**src/rtl/cpu_bus_seq.sv**
```systemverilog
// Master for a multiplexed CPU address/data bus: one request per handshake, then an
// address cycle, a data phase (wait states, read bursts, per-beat timeout) and a turnaround.
`timescale 1ns/1ps
module cpu_bus_seq #(
    parameter int  AW        = 32,
    parameter int  BURST_MAX = 4,
    parameter int  TO_CYCLES = 16,
    localparam int LW        = $clog2(BURST_MAX)
) (
    input  logic          clk,
    input  logic          rst,
    input  logic          req_valid,
    output logic          req_ready,
    input  logic [3:0]    req_write,
    input  logic [AW-1:0] req_addr,
    input  logic [31:0]   req_wdata,
    input  logic [LW-1:0] req_len,
    output logic          rsp_valid,
    output logic [31:0]   rsp_rdata,
    output logic [1:0]    rsp_err,
    output logic          rsp_last,
    output logic          bus_adrcy_o,
    output logic [31:0]   bus_ad_o,
    output logic          bus_ad_oe,
    input  logic [31:0]   bus_ad_i,
    output logic          bus_tm1n_o,
    output logic          bus_tm0n_o,
    input  logic          bus_ackn_i
);

    localparam int            TW       = $clog2(TO_CYCLES + 1);
    localparam logic [TW-1:0] TO_LAST  = TW'(TO_CYCLES - 1);
    localparam logic [1:0]    ERR_OK   = 2'b00;
    localparam logic [1:0]    ERR_STRB = 2'b01;
    localparam logic [1:0]    ERR_TO   = 2'b10;
    localparam logic [1:0]    ERR_LEN  = 2'b11;

    typedef enum logic [2:0] {
        S_IDLE,
        S_ADDR,
        S_DATA,
        S_TURN,
        S_ERR
    } state_t;

    typedef struct packed {
        logic       legal;
        logic       tm1n;
        logic       tm0n;
        logic [1:0] ad_lo;
    } enc_t;

    function automatic enc_t encode(input logic [3:0] strb);
        enc_t e;
        e.legal = 1'b1;
        e.tm1n  = 1'b0;
        e.tm0n  = 1'b0;
        e.ad_lo = 2'b00;
        case (strb)
            4'b0000: begin e.tm1n = 1'b1; e.tm0n = 1'b1; end
            4'b0001: e.ad_lo = 2'b00;
            4'b0010: e.ad_lo = 2'b10;
            4'b0100: e.ad_lo = 2'b01;
            4'b1000: e.ad_lo = 2'b11;
            4'b0011: begin e.tm0n = 1'b1; e.ad_lo = 2'b01; end
            4'b1100: begin e.tm0n = 1'b1; e.ad_lo = 2'b11; end
            4'b1111: begin e.tm0n = 1'b1; e.ad_lo = 2'b00; end
            default: begin e.legal = 1'b0; e.tm1n = 1'b1; e.tm0n = 1'b1; end
        endcase
        return e;
    endfunction

    state_t        state_q, state_d;
    logic [31:0]   wdata_q;
    logic [LW-1:0] len_q;
    logic          wr_q;
    logic [LW-1:0] beat_q;
    logic [TW-1:0] to_q;

    logic          adrcy_q, adrcy_d;
    logic [31:0]   ad_q, ad_d;
    logic          oe_q, oe_d;
    logic          tm1n_q, tm1n_d;
    logic          tm0n_q, tm0n_d;
    logic          rsp_valid_q, rsp_valid_d;
    logic [31:0]   rdata_q, rdata_d;
    logic [1:0]    err_q, err_d;
    logic          last_q, last_d;

    enc_t          req_enc;
    logic          req_is_wr;
    logic          req_bad;
    logic [1:0]    req_err;
    logic [31:0]   addr_ad;
    logic          accept;
    logic          ack;
    logic          last_beat;
    logic          timeout;
    logic          unused_addr_lo;

    assign req_ready      = (state_q == S_IDLE);
    assign accept         = req_valid && req_ready;
    assign req_enc        = encode(req_write);
    assign req_is_wr      = |req_write;
    assign req_bad        = !req_enc.legal || (req_is_wr && (|req_len));
    assign req_err        = req_enc.legal ? ERR_LEN : ERR_STRB;
    assign ack            = (state_q == S_DATA) && !bus_ackn_i;
    assign last_beat      = ack && (beat_q == len_q);
    assign timeout        = (state_q == S_DATA) && bus_ackn_i && (to_q == TO_LAST);
    assign unused_addr_lo = ^req_addr[1:0];

    always_comb begin
        addr_ad         = '0;
        addr_ad[AW-1:2] = req_addr[AW-1:2];
        addr_ad[1:0]    = req_enc.ad_lo;
    end

    // NOTE: sequential state uses <= so every flop samples pre-edge values in parallel.
    always_ff @(posedge clk) begin
        if (rst) begin
            state_q <= S_IDLE;
        end else begin
            state_q <= state_d;
        end
    end

    // NOTE: default every always_comb output up front so no path leaves it unassigned (no latch).
    always_comb begin
        state_d = state_q;
        case (state_q)
            S_IDLE: begin
                if (accept) begin
                    state_d = req_bad ? S_ERR : S_ADDR;
                end
            end
            S_ADDR:  state_d = S_DATA;
            S_DATA: begin
                if (last_beat || timeout) begin
                    state_d = S_TURN;
                end
            end
            S_TURN:  state_d = S_IDLE;
            S_ERR:   state_d = S_IDLE;
            default: state_d = S_IDLE;
        endcase
    end

    // Outputs are decoded from the next state so they appear registered in that state;
    // ADDR is only entered from IDLE, so it takes the request straight from the port.
    always_comb begin
        adrcy_d     = 1'b0;
        ad_d        = '0;
        oe_d        = 1'b0;
        tm1n_d      = 1'b1;
        tm0n_d      = 1'b1;
        rsp_valid_d = 1'b0;
        rdata_d     = '0;
        err_d       = ERR_OK;
        last_d      = 1'b0;
        case (state_d)
            S_ADDR: begin
                adrcy_d = 1'b1;
                oe_d    = 1'b1;
                ad_d    = addr_ad;
                tm1n_d  = req_enc.tm1n;
                tm0n_d  = req_enc.tm0n;
            end
            S_DATA: begin
                oe_d   = wr_q;
                ad_d   = wr_q ? wdata_q : '0;
                tm1n_d = tm1n_q;
                tm0n_d = tm0n_q;
            end
            S_ERR: begin
                rsp_valid_d = 1'b1;
                last_d      = 1'b1;
                err_d       = req_err;
            end
            default: ;
        endcase
        if (ack) begin
            rsp_valid_d = 1'b1;
            rdata_d     = wr_q ? '0 : bus_ad_i;
            last_d      = last_beat;
        end
        if (timeout) begin
            rsp_valid_d = 1'b1;
            err_d       = ERR_TO;
            last_d      = 1'b1;
        end
    end

    always_ff @(posedge clk) begin
        if (rst) begin
            adrcy_q     <= 1'b0;
            ad_q        <= '0;
            oe_q        <= 1'b0;
            tm1n_q      <= 1'b1;
            tm0n_q      <= 1'b1;
            rsp_valid_q <= 1'b0;
            rdata_q     <= '0;
            err_q       <= ERR_OK;
            last_q      <= 1'b0;
        end else begin
            adrcy_q     <= adrcy_d;
            ad_q        <= ad_d;
            oe_q        <= oe_d;
            tm1n_q      <= tm1n_d;
            tm0n_q      <= tm0n_d;
            rsp_valid_q <= rsp_valid_d;
            rdata_q     <= rdata_d;
            err_q       <= err_d;
            last_q      <= last_d;
        end
    end

    // Beat and timeout counters; the timeout count restarts on every ack.
    always_ff @(posedge clk) begin
        if (rst) begin
            wdata_q <= '0;
            len_q   <= '0;
            wr_q    <= 1'b0;
            beat_q  <= '0;
            to_q    <= '0;
        end else if (accept) begin
            wdata_q <= req_wdata;
            len_q   <= req_len;
            wr_q    <= req_is_wr;
            beat_q  <= '0;
            to_q    <= '0;
        end else if (ack) begin
            beat_q  <= beat_q + LW'(1);
            to_q    <= '0;
        end else if (state_q == S_DATA) begin
            to_q    <= to_q + TW'(1);
        end
    end

    assign bus_adrcy_o = adrcy_q;
    assign bus_ad_o    = ad_q;
    assign bus_ad_oe   = oe_q;
    assign bus_tm1n_o  = tm1n_q;
    assign bus_tm0n_o  = tm0n_q;
    assign rsp_valid   = rsp_valid_q;
    assign rsp_rdata   = rdata_q;
    assign rsp_err     = err_q;
    assign rsp_last    = last_q;

endmodule

```
**config.mk**
```make
export PLATFORM = sky130hd
export DESIGN_NAME = cpu_bus_seq
export DESIGN_NICKNAME = d
export VERILOG_FILES = /design/src/rtl/cpu_bus_seq.sv
export SDC_FILE = /design/constraint.sdc
export NUM_CORES = 1
export LEC_CHECK = 0
export CAP_MARGIN = 15
export CORE_MARGIN = 2
export CORE_UTILIZATION = 66
export DETAILED_ROUTE_END_ITERATION = 10
export DONT_BUFFER_PORTS = 1
export PLACE_DENSITY = 0.82
export SLEW_MARGIN = 20
export SYNTH_ARGS = -nofsm -noshare
export SYNTH_HDL_FRONTEND = slang
export SYNTH_SLANG_ARGS = --single-unit
```
**constraint.sdc**
```tcl
create_clock -name clk -period 3.4 [get_ports clk]
set_input_delay 0.85 -clock clk [delete_from_list [all_inputs] [get_ports clk]]
set_output_delay 0.85 -clock clk [all_outputs]
set_load 0.05 [all_outputs]
```
* After elaboration in Yosys (flattened, before gate mapping)
Index checks and enable logic that the tools add are counted.
** Cells by class
- $add $sub $neg :: 2
- Eq/ne operators :: 14
- Muxes and demuxes :: 22
- Bitwise gates (word level) :: 2
- Reduce and logical (&&, ||, !) cells :: 23
** Operators by type and width (number)
- case mux 32 bit (2 select lines) :: 1
- two-way mux 32 bit :: 1
- == test 4 bit, second input constant :: 3
- two-way mux 1 bit :: 9
- two-way mux 3 bit :: 3
- case mux 3 bit (3 select lines) :: 1
- OR reduction 3 bit :: 3
- == test 4 x 2 -> 1 bit, second input constant :: 2
- OR reduction 2 bit :: 4
- OR reduction 4 bit :: 2
- OR reduction 8 bit :: 1
- OR reduction 7 bit :: 1
- == test 3 x 1 -> 1 bit, second input constant :: 2
- == test 3 x 2 -> 1 bit, second input constant :: 2
- logical AND 1 bit :: 6
- two-way mux 2 bit :: 3
- case mux 1 bit (2 select lines) :: 3
- case mux 2 bit (3 select lines) :: 1
- adder 5 x 1 -> 5 bit, second input constant :: 1
- == test 5 x 4 -> 1 bit, second input constant :: 1
- == test 4 x 1 -> 1 bit, second input constant :: 1
- == test 4 x 3 -> 1 bit, second input constant :: 1
- zero test 4 bit :: 1
- == test 3 bit, second input constant :: 1
- other kinds (6) :: 9
** Word-level totals
- Bits in registers :: 117
- Input bits :: 106
- Output and inout bits :: 73
- Word-level logic and storage cells :: 79

* Logic depth before layout (Yosys ltp)
- Depth in word-level cells :: 12
- Mapped depth :: 7
- Mapped depth without buffers :: 6

* Least setup slack after synthesis
OpenSTA, ideal clock, no wires.
- Kind :: register -> register
- Start :: register state_q[0]
- End :: register tm0n_q (netlist: bus_tm0n_o)
- Setup time :: 0.125 ns
- Data arrival time :: 1.984 ns
- Data required time :: 3.275 ns
- Slack :: 1.292 ns
- Cell stages (with the launch flop) :: 6
- Path buffers :: 1
- Clock period less this slack :: 2.108 ns
- Cells stage by stage :: dfxtp_1 nor3_2 nand2_2 nor3_4 buf_6 a22oi_1
** On the way
- Elaborated cells between the ends (all ways) :: 15
- Those cells by class :: 4 x eq/ne; 4 x mux; 7 x reduce/logical
** RTL lines
- start, declared :: line 73 : state_t state_q, state_d;
- start signal, assigned :: line 123 : state_q <= state_d;
- zero test 3 bit * :: line 101 : assign req_ready = (state_q == S_IDLE);
- via req_ready :: line 13 : output logic req_ready,
- logical AND 1 bit :: line 102 : assign accept = req_valid && req_ready;
- two-way mux 3 bit :: line 132 : if (accept) begin
- case mux 3 bit (3 select lines) * :: line 130 : case (state_q)
- == test 3 x 2 -> 1 bit / == test 3 x 1 -> 1 bit (equally long branches) :: line 160 : case (state_d)
- case mux 1 bit (2 select lines) :: line 160
- end signal, assigned :: line 209 : tm0n_q <= tm0n_d;
- end, declared :: line 84 : logic tm0n_q, tm0n_d;
Mark *: on every way through the listed nets, which the timed path passes. The rest lies on a longest branch.
A chain may end at the register's enable or synchronous reset.

* Worst setup path in the final report
- Start :: register state_q[0]
- End :: output port req_ready
** On the way
- Word-level cells in the longest chain between the ends :: 1
** Ends and longest elaborated chain (line)
- zero test 3 bit :: 101
- end, declared :: 13
No other way between the ends.

==> reports/qor.csv <==
metric,value,unit
finalCritPeriodShare,0.625,
ant_nets,0,
synthCells,393,
critPathMaxFanout,5,
drive_above_1_share,0.119,
drc,0,
design.core.area,0.00585,mm^2
power.density,696,mW/mm^2
maxCapViolations,0,
firstDrtPassIters,4,
dieArea,0.00662,mm^2
fillers,415,
dr.first_iter.drc_count,245,
gp_congestion,0.788,
htree_levels,4,
numCtsBuffers,17,
hold_ws,412,ps
use_met1,0.262,
syn_avg_cell_area,10.0,um^2
grt_max_degree,47,
place_worst_setup_slack,1290,ps
synth.most_common_cell,dfxtp_1,
antenna_found_initial,0,
synth.distinct_cells,41,
overflow,0,
viasPerCell,5.74,
clockRootBuffer,clkbuf_8,
start_util,0.675,
rsz0062_at_grt,no,
hpwl,5670,um
fin_nets,499,
layout_min_cycle_time,2130,ps
hold_buffers,0,
ir_drop,0.522,mV
setup_tns,0,ps
synth_top_area_cell,dfxtp_1,
slew_headroom,0.578,
synth-edff-count,0,
post_cts_buffers,0,
gr-usage-all-layers,0.252,
skew,7.03,ps
synthTopCellsByArea,"dfxtp_1, nand2_1, a22o_1",
critPathKind,reg2out,
crit_required,2550,ps
start_kind,flip-flop,
dp_cells,446,
grt_pass1_wl,12300,um
clock-sinks,117,
busiest_layer,met2,
antenna_cells,0,
die_h,81.4,um
grt_util_met2,0.433,
fin_ws,1270,ps
max_freq,0.470,GHz
clock_latency,500,ps
synth_flop_cell,dfxtp_1,
io_pins,179,
yosysSeqAreaShare,0.593,
hold_violations,0,
grt_use_met3,0.104,
finalPower,3.11,mW
cts_tree,yes,
num_rows,28,
vias,2750,
post-route-util,0.764,
crit_arrival,1280,ps
routedWlPerCell,17.7,um
syn-num-nets,501,
port-buffer-count,0,
yosys_warnings,0,
synth_commonest_cells,"dfxtp_1, nand2_1, a21oi_1, and2_1, a22o_1",
cts_max_path_buffers,2,
p_leak,1.72,nW
fin_area,0.00447,mm^2
r2r_slack,1320,ps
dieWidth,81.4,um
synth_top_area_frac,0.593,
worstHoldPathType,in2reg,
fin_cells,479,
grt_pass1_vias,2554,
async_flop_share,0,
worst_pin_slew,633,ps
syn_to_final_growth,13.2,%
setup_violations,0,
cp-end-kind,primary output,
status,finished clean,
netlist_area,0.00395,mm^2
routed_wl,8470,um
synth-seq-cells,117,
drv_slew,0,
cts-resized-gates,0,
clkSlewWorstSetupHoldPaths,60,ps
dpl-instance-area,0.00393,mm^2
report_power, final:
part           leakage [nW]  internal [mW]  switching [mW]
Clock                 0.242          0.915           0.627
Combinational         0.533         0.0408          0.0674
Sequential            0.950           1.41          0.0519
kinds of logic (layout without fill, tap and decap cells):
logic type	after synthesis	after routing	synth area share
mux	3	3	0.00792
buf+inv	29	40	0.0415
simple gates	146	146	0.183
compound gates	90	90	0.154
fa+ha+maj	2	2	0.00634
xor+xnor	6	6	0.0133
flops	117	117	0.593
layer usage:
layer  wire (um)  vias to the layer above
li1            -                     1328
met1        3030                     1264
met2        4310                      142
met3         970                       16
met4         151                        0
met5           0                        -
state kept, by name, indices dropped and copies added, names as in the netlist, 2 cells and up:
| name | cells |
|---|---|
| beat_q | 2 |
| bus_ad_o | 32 |
| len_q | 2 |
| rsp_err | 2 |
| rsp_rdata | 32 |
| state_q | 3 |
| to_q | 5 |
| wdata_q | 32 |
worst max-delay path: stages (launching register included):
cell     delay, ps
dfxtp_1        360
nor3_2         190
buf_4          230
layout make-up:
class	count	area (um^2)	share of cell area
clock inverter	14	106	0.0238
timing repair buffer	5	37.5	0.00840
tap	75	93.8	0.0210
sequential	117	2340	0.524
clock buffer	18	428	0.0957
multi-input combinational	247	1450	0.325
inverter	3	11.3	0.00252
placed cells by master (no fill, tap or decap), types with 3 or more instances in the layout:
cell	count
nand3_1	3
clkinv_4	3
nor2_1	13
clkinvlp_4	7
xnor2_1	4
nand2_1	77
clkbuf_16	16
and2_1	34
dfxtp_1	117
a22o_1	32
buf_4	5
a21oi_1	42
o22ai_1	3
o21ai_0	5
worst paths after layout:
kind	startpoint	endpoint	cells past startpoint
hold / removal	rst	wdata_q[31]$_SDFFE_PP0P_	1
setup / recovery	state_q[0]$_SDFF_PP0_	req_ready	2
hold reg to reg	wdata_q[23]$_SDFFE_PP0P_	wdata_q[23]$_SDFFE_PP0P_	2
setup reg to reg	state_q[0]$_SDFF_PP0_	wr_q$_SDFFE_PP0P_	6
Power figures use the tool's default switching activity.
